### config.mk
export PLATFORM = sky130hd
export DESIGN_NAME = duty_cycle_meter
export DESIGN_NICKNAME = d
export VERILOG_FILES = /design/src/rtl/duty_cycle_meter.sv
export SDC_FILE = /design/constraint.sdc
export NUM_CORES = 1
export LEC_CHECK = 0
export BUFFER_PORTS_ARGS = -buffer_cell sky130_fd_sc_hd__buf_2
export CORE_UTILIZATION = 65
export CTS_BUF_LIST = sky130_fd_sc_hd__clkbuf_8
export DETAILED_ROUTE_END_ITERATION = 12
export GPL_TIMING_DRIVEN = 0
export HOLD_SLACK_MARGIN = 0.05
export PLACE_DENSITY = 0.87
export SKIP_CTS_REPAIR_TIMING = 1
export SYNTH_ARGS = -nofsm -noshare
export SYNTH_HDL_FRONTEND = slang
export SYNTH_SLANG_ARGS = --single-unit
### constraint.sdc
create_clock -name clk -period 3.2 [get_ports clk]
set_input_delay 0.32 -clock clk [delete_from_list [all_inputs] [get_ports clk]]
set_output_delay 0.32 -clock clk [all_outputs]
set_load 0.01 [all_outputs]
### src/rtl/duty_cycle_meter.sv
// Multi-channel duty-cycle meter: counts high cycles per channel over WIN_LEN enabled cycles.
// Optional macro DUTY_SYNC_EN adds a 2-flop synchronizer on every ring_in bit.
module duty_cycle_meter #(
  parameter int CHANNELS = 4,
  parameter int WIN_LEN  = 255,
  parameter int CNT_W    = 8
) (
  input  logic                      clk,
  input  logic                      rst_n,
  input  logic [CHANNELS-1:0]       ring_in,
  input  logic                      enable,
  input  logic                      cont,
  input  logic                      start,
  output logic [CHANNELS*CNT_W-1:0] value,
  output logic                      valid,
  output logic                      busy
);

  typedef enum logic {IDLE = 1'b0, RUN = 1'b1} state_t;

  state_t              state_reg, state_next;
  logic [CNT_W-1:0]    wcnt_reg;
  logic                valid_reg;
  logic [CHANNELS-1:0] sample;
  logic                win_end;
  logic                clear;

`ifdef DUTY_SYNC_EN
  logic [CHANNELS-1:0] sync1_reg, sync2_reg;

  always_ff @(posedge clk or negedge rst_n) begin
    if (!rst_n) begin
      sync1_reg <= '0;
      sync2_reg <= '0;
    end else begin
      sync1_reg <= ring_in;
      sync2_reg <= sync1_reg;
    end
  end

  assign sample = sync2_reg;
`else
  assign sample = ring_in;
`endif

  assign win_end = (state_reg == RUN) && enable && (wcnt_reg == CNT_W'(WIN_LEN - 1));
  // Counters clear while idle, at window end, and on a restart (which discards this edge's sample).
  assign clear   = (state_reg != RUN) || win_end || start;

  always_ff @(posedge clk or negedge rst_n) begin
    if (!rst_n) begin
      state_reg <= IDLE;
    end else begin
      state_reg <= state_next;
    end
  end

  always_comb begin
    state_next = state_reg;
    case (state_reg)
      IDLE: if (start || cont) state_next = RUN;
      RUN:  if (win_end && !cont && !start) state_next = IDLE;
      default: state_next = IDLE;
    endcase
  end

  always_comb begin
    busy = (state_reg == RUN);
  end

  always_ff @(posedge clk or negedge rst_n) begin
    if (!rst_n) begin
      wcnt_reg  <= '0;
      valid_reg <= 1'b0;
    end else begin
      valid_reg <= win_end;
      if (clear) begin
        wcnt_reg <= '0;
      end else if (enable) begin
        wcnt_reg <= wcnt_reg + CNT_W'(1);
      end
    end
  end

  assign valid = valid_reg;

  generate
    for (genvar gi = 0; gi < CHANNELS; gi++) begin : g_chan
      logic [CNT_W-1:0] hcnt_reg;
      logic [CNT_W-1:0] value_reg;

      always_ff @(posedge clk or negedge rst_n) begin
        if (!rst_n) begin
          hcnt_reg  <= '0;
          value_reg <= '0;
        end else begin
          if (clear) begin
            hcnt_reg <= '0;
          end else if (enable && sample[gi]) begin
            hcnt_reg <= hcnt_reg + CNT_W'(1);
          end
          // The final sample is folded in here so the result covers all WIN_LEN samples.
          if (win_end) begin
            value_reg <= hcnt_reg + CNT_W'(sample[gi]);
          end
        end
      end

      assign value[gi*CNT_W +: CNT_W] = value_reg;
    end
  endgenerate

endmodule

==> results of run 1 <==
[worst min path at each step]
stage / start / endpoint / slack [ps] / depth (start not counted)
global placement: g_chan[1].value_reg[3] / g_chan[1].value_reg[3] / 470 / 1
CTS: rst_n / g_chan[2].value_reg[4] / -60 / 1
global route: cont / busy / 220 / 3
finish: cont / busy / 200 / 3
floorplan: rst_n / busy / 20 / 0
detailed placement: rst_n / g_chan[2].value_reg[4] / 310 / 1
[critical path, delay by kind of cell (launching register included)]
| family | cells | cell delay, ps |
|---|---|---|
| adder cells (fa/ha/maj) | 1 | 120 |
| buffers and inverters | 3 | 380 |
| AND/OR/NAND/NOR | 2 | 550 |
| flip-flops | 1 | 420 |
| multiplexers | 1 | 340 |
[layout make-up]
class                   count  area (um^2)
inverters                   8        30.03
flip-flops and latches     74         1852
plain buffers              20        127.6
repair buffers             44        242.7
clock inverters             4        17.52
clock buffers              12        165.2
multi-input cells         251         1712
well taps                  72        90.09
fillers                   378         1270
[layer usage]
metal / vias up / global-route usage [%]
met5: - / 0
met4: 0 / 17.55
met3: 27 / 4.235
met2: 82 / 49.56
met1: 1504 / 36.29
li1: 1408 / -
[metrics by stage]
step / utilization, % / instance area [um^2]
final: 76.94 / 4237
after CTS: 76.76 / 4227
after global routing: 76.94 / 4237
after floorplan: - / 3721
after detailed placement: 73.44 / 4044
after global placement: 73.03 / 4021
[Yosys cell counts]
master	n	area, um^2
dfrtp_1	74	1852
o21ai_0	29	145.1
or3_1	28	175.2
a21oi_1	27	135.1
a31oi_1	24	150.1
nand3_1	22	110.1
nand2_1	16	60.06
ha_1	14	175.2
nor2_1	14	52.55
xor2_1	14	122.6
nand4_1	12	75.07
mux2_4	10	150.1
xnor2_1	10	87.58
buf_2	8	40.04
inv_1	8	30.03
clkbuf_1	7	26.28
o31ai_1	7	52.55
or4_1	7	52.55
mux2_1	5	56.30
mux2_2	5	56.30
buf_6	3	33.78
nand2_2	2	12.51
a211o_1	1	8.760
a211oi_1	1	7.510
and3_1	1	6.260
and4_1	1	8.760
and4_4	1	11.26
buf_12	1	20.02
buf_4	1	7.510
[report_power, final]
group / internal (W) / switching [W]
Clock: 0.000337 / 0.000333
Sequential: 0.000944 / 0.0000119
Combinational: 0.0000268 / 0.0000575
[cell families (layout without fill, tap and decap cells)]
family / Yosys count / after routing
AO/OA/AOI/OAI: 89 / 89
XOR/XNOR: 24 / 24
adder cells (fa/ha/maj): 14 / 14
buffers and inverters: 28 / 88
flip-flops: 74 / 74
multiplexers: 20 / 20
AND/OR/NAND/NOR: 104 / 104
==> results_dict.tcl, run 1 <==
set metrics [dict create \
    synth-simple-area-share_pct 15.16 \
    final_antenna_net_count 0 \
    rsz0062_at_grt "no" \
    wl_met2_um 4178 \
    wl_per_cell_um 16.91 \
    dieWidth_um 77.66 \
    crit_start "wcnt_reg[0]" \
    cts_sinks 74 \
    vdd_drop_max_mv 0.2922 \
    end_kind "flip-flop" \
    vias 3021 \
    ios 43 \
    fin_cells 485 \
    syn_to_final_growth_pct 13.85 \
    drive_gt1_share_pct 21.31 \
    maxCapViolCount 0 \
    mostFrequentLayoutCell "dfrtp_1" \
    placedCellCount 468 \
    worstMarginPinSlew_ps 579.7 \
    synth_compound_area_share_pct 13.42 \
    crit_chain "inv_1 > ha_1 > and4_1 > and3_1 > buf_6 > buf_6 > mux2_1" \
    regToRegEndpoint "g_chan[1].value_reg[0]" \
    setup_viol 0 \
    post-route-period-util_pct 61.11 \
    place_hpwl_um 5689 \
    synth_xor_area_share_pct 5.649 \
    port_buffers 42 \
    path_class "flip-flop to flip-flop" \
    fin_total_pwr_w 0.001710 \
    synth_top_family_by_area "simple AND/OR/NAND/NOR gates" \
    startpoint_type "flip-flop" \
    critPathMaxStageDelay_ps 420 \
    start_util_pct 67.58 \
    syn-num-nets 376 \
    grt_max_degree 39 \
    ff2ff_setup_slack_ps 1240 \
    synth-seq-cells 74 \
    post_synth.cell_area_avg_um2 10.54 \
    synth-adder-area-share_pct 4.707 \
    core_area_um2 5507 \
    status "finished, final reports clean" \
    tns_ps 0 \
    die_height_um 77.66 \
    syn_area_um2 3721 \
    via_per_inst 6.229 \
    hold_path_class "input port to flip-flop" \
    rows 27 \
    drc 0 \
    fin_worst_skew_ps 9.202 \
    p_leak_nw 1.981 \
    wl_met3_um 310 \
    num_antenna_cells 0 \
    path_max_fanout 10 \
    dr.pass1.iters 5 \
    relSlewSlack_pct 61.35 \
    syn-instance-count 353 \
    timing.final.ws_setup_ps 1244 \
    r2r_start "wcnt_reg[0]" \
    ys_types 29 \
    cp.arrival_ps 2180 \
    cts_buffer_depth 2 \
    overflow 0 \
    period_minus_slack_ps 1956 \
    place.gp.congestion 0.8288 \
    cts_buffers 9 \
    crit_path_top_delay_cell "dfrtp_1" \
    cts_root_buf "clkbuf_8" \
    drt-total-wl_um 8203 \
    r2r_cells 7 \
    cp_data_required_time_ps 3430 \
    dp_slack_ps 1272 \
    cp-endpoint "g_chan[1].value_reg[0]" \
    path_common_cell "buf_6" \
    clk_pin_slew_ps 70 \
    h-tree-depth 3 \
    cts_tree "yes" \
    synth-seq-area-share_pct 49.76 \
    hold_ws_ps 195.8 \
    clock_latency_ps 350 \
    nets 431 \
    synth.area.mux_share_pct 7.061 \
    grtUsageTotal_pct 29.55 \
    slew_viol_final 0 \
    power_density_nw_per_um2 403.6 \
    hold_viol_final 0 \
    antenna_found_initial 0 \
    met1Wirelength_um 3436 \
    die_area_um2 6031 \
    grt_pass1_wl_um 13590 \
    fmax_mhz 511.4 \
    yosys_warnings 0 \
    mostFrequentLayoutCells "dfrtp_1 (74), buf_2 (49), o21ai_0 (29), or3_1 (28), a21oi_1 (27)" \
    top_layer "met4" \
    grt_pass1_vias 2967 \
    drtIter0Drc 215 \
]
Note: power is estimated with default switching activity, not from simulation.
==> run 2: changes to the inputs <==
Settings changed: CORE_UTILIZATION 65 to 60, PLACE_DENSITY 0.87 to 0.82.
Clock period 3.2 ns to 1.81 ns, I/O delays scaled along.
==> run 2 against run 1 <==
  * Cell area increased by 1.4%
  * Routed wire length up 0.26%
  * Sequential power increased by 77%
  * Maximum frequency grew 11%
  * Die area increased by 8.1%
  * Final cell count rose by 1.4%
  * Clock skew is 3.0 ps lower
  * Critical path depth unchanged
  * Non-clock buffer count grew 4
  * Power grew 78%
  * Global-route usage down 2.1 points
  * Critical endpoint unchanged
  * Largest cell class unchanged
  * Largest power group unchanged
==> results_dict.tcl, run 2 (synthesized netlist as in run 1, its figures left out) <==
set metrics [dict create \
    post-route-period-util_pct 97.04 \
    cts_sinks 74 \
    worstMarginPinSlew_ps 574.5 \
    cp_data_required_time_ps 2040 \
    mostFrequentLayoutCell "dfrtp_1" \
    nets 435 \
    core_area_um2 5956 \
    hold_ws_ps 68.67 \
    ios 43 \
    h-tree-depth 3 \
    fin_worst_skew_ps 6.200 \
    slew_viol_final 0 \
    overflow 0 \
    via_per_inst 6.138 \
    switching_share_pct 23.61 \
    die_area_um2 6521 \
    cts_buffer_depth 2 \
    p_clk_share_pct 39.1 \
    p_leak_nw 2.010 \
    n_fill_cell 433 \
    internal_power_w 0.002319 \
    power_switching_w 0.0007170 \
    path_max_fanout 10 \
    drt-total-wl_um 8224 \
    setup_viol 0 \
    grt_max_degree 59 \
    grtUsageTotal_pct 27.41 \
    place_hpwl_um 5520 \
    p_seq_share_pct 55.6 \
    grt_pass1_wl_um 13370 \
    drc 0 \
    crit_start "wcnt_reg[0]" \
    clock_latency_ps 350 \
    power_density_nw_per_um2 706.6 \
    fin_total_pwr_w 0.003036 \
    period_minus_slack_ps 1756 \
    end_kind "flip-flop" \
    vias 3020 \
    startpoint_type "flip-flop" \
    antenna_found_initial 0 \
    clk_pin_slew_ps 70 \
    cts_buffers 9 \
    ff2ff_setup_slack_ps 50 \
    regToRegEndpoint "g_chan[1].value_reg[0]" \
    drive_gt1_share_pct 22.30 \
    mostFrequentLayoutCells "dfrtp_1 (74), buf_2 (49), o21ai_0 (29), or3_1 (28), a21oi_1 (27)" \
    fmax_mhz 569.3 \
    hold_viol_final 0 \
    wl_per_cell_um 16.72 \
    crit_chain "inv_1 > ha_1 > and4_4 > and3_1 > buf_6 > buf_8 > mux2_1" \
    dieWidth_um 80.75 \
    r2r_cells 7 \
    die_height_um 80.75 \
    syn_to_final_growth_pct 15.47 \
    cp.arrival_ps 1980 \
    final_antenna_net_count 0 \
    cts_root_buf "clkbuf_8" \
    crit_path_top_delay_cell "dfrtp_1" \
    relSlewSlack_pct 61.70 \
    start_util_pct 62.48 \
    r2r_start "wcnt_reg[0]" \
    critPathMaxStageDelay_ps 410 \
    path_class "flip-flop to flip-flop" \
    place.gp.congestion 0.7882 \
    min_delay_path_depth 3 \
    dr.pass1.iters 5 \
    grt_pass1_vias 2843 \
    cp-endpoint "g_chan[1].value_reg[0]" \
    status "finished, final reports clean" \
    port_buffers 42 \
    hold_path_class "input port to flip-flop" \
    rows 28 \
    num_antenna_cells 0 \
    drtIter0Drc 157 \
    combPwrFrac_pct 5.3 \
    maxCapViolCount 0 \
    cts_tree "yes" \
    vdd_drop_max_mv 0.4281 \
]
## run 2: changes by cell type in the layout (fill, tap and decap cells not counted), sizes merged
cell / previous run / this run
buf: 56 / 60
## run 2: how the worst min path moves through the flow
stage,start,endpoint,slack (ps)
floorplan,rst_n,busy,-110
global placement,cont,busy,400
detailed placement,rst_n,g_chan[2].value_reg[3],70
CTS,rst_n,g_chan[2].value_reg[3],-300
global route,cont,busy,70
finish,cont,busy,70
## run 2: routing by layer
metal	track usage, %	wire (um)	vias up
li1	-	-	1420
met1	35.30	3482	1492
met2	44.32	4108	78
met3	4.270	333	30
met4	15.36	299	0
met5	0	0	-
## run 2: worst max-delay path, delay by kind of cell, from the launching register on
kind / cells / cell delay, ps
and+or+nand+nor: 2 / 430
DFF: 1 / 410
buffers and inverters: 3 / 340
muxes: 1 / 330
adders and majority gates: 1 / 140
## run 2: power groups by stage
stage          Combinational (W)  Sequential [W]  Clock (W)
6_report                0.000162         0.00169    0.00119
5_1_grt                 0.000185         0.00169    0.00127
4_1_cts                 0.000155         0.00169    0.00119
3_5_place_dp            0.000154         0.00172          0
3_3_place_gp            0.000140         0.00172          0
2_1_floorplan          0.0000715         0.00172          0
## run 2: final cells by class
class	count	area (um^2)	share of cell area, %
buffer	20	131.4	3.058
multi-input combinational	251	1714	39.90
clock inverter	4	17.52	0.4077
inverter	8	30.03	0.6989
sequential	74	1852	43.10
timing repair buffer	48	292.8	6.814
clock buffer	12	165.2	3.844
tap	75	93.84	2.184
## run 2: through the flow
step,instance area [um^2],utilization (%),std cells,worst slack (ps),TNS [ps]
final,4297,72.14,492,53.56,0
after global placement,4025,67.58,470,-37.37,-236.6
after floorplan,3721,-,353,122.3,0
after CTS,4238,71.16,487,-113.5,-1163
after global routing,4297,72.14,492,-12.17,-15.15
after detailed placement,4055,68.09,471,-98.02,-920.7
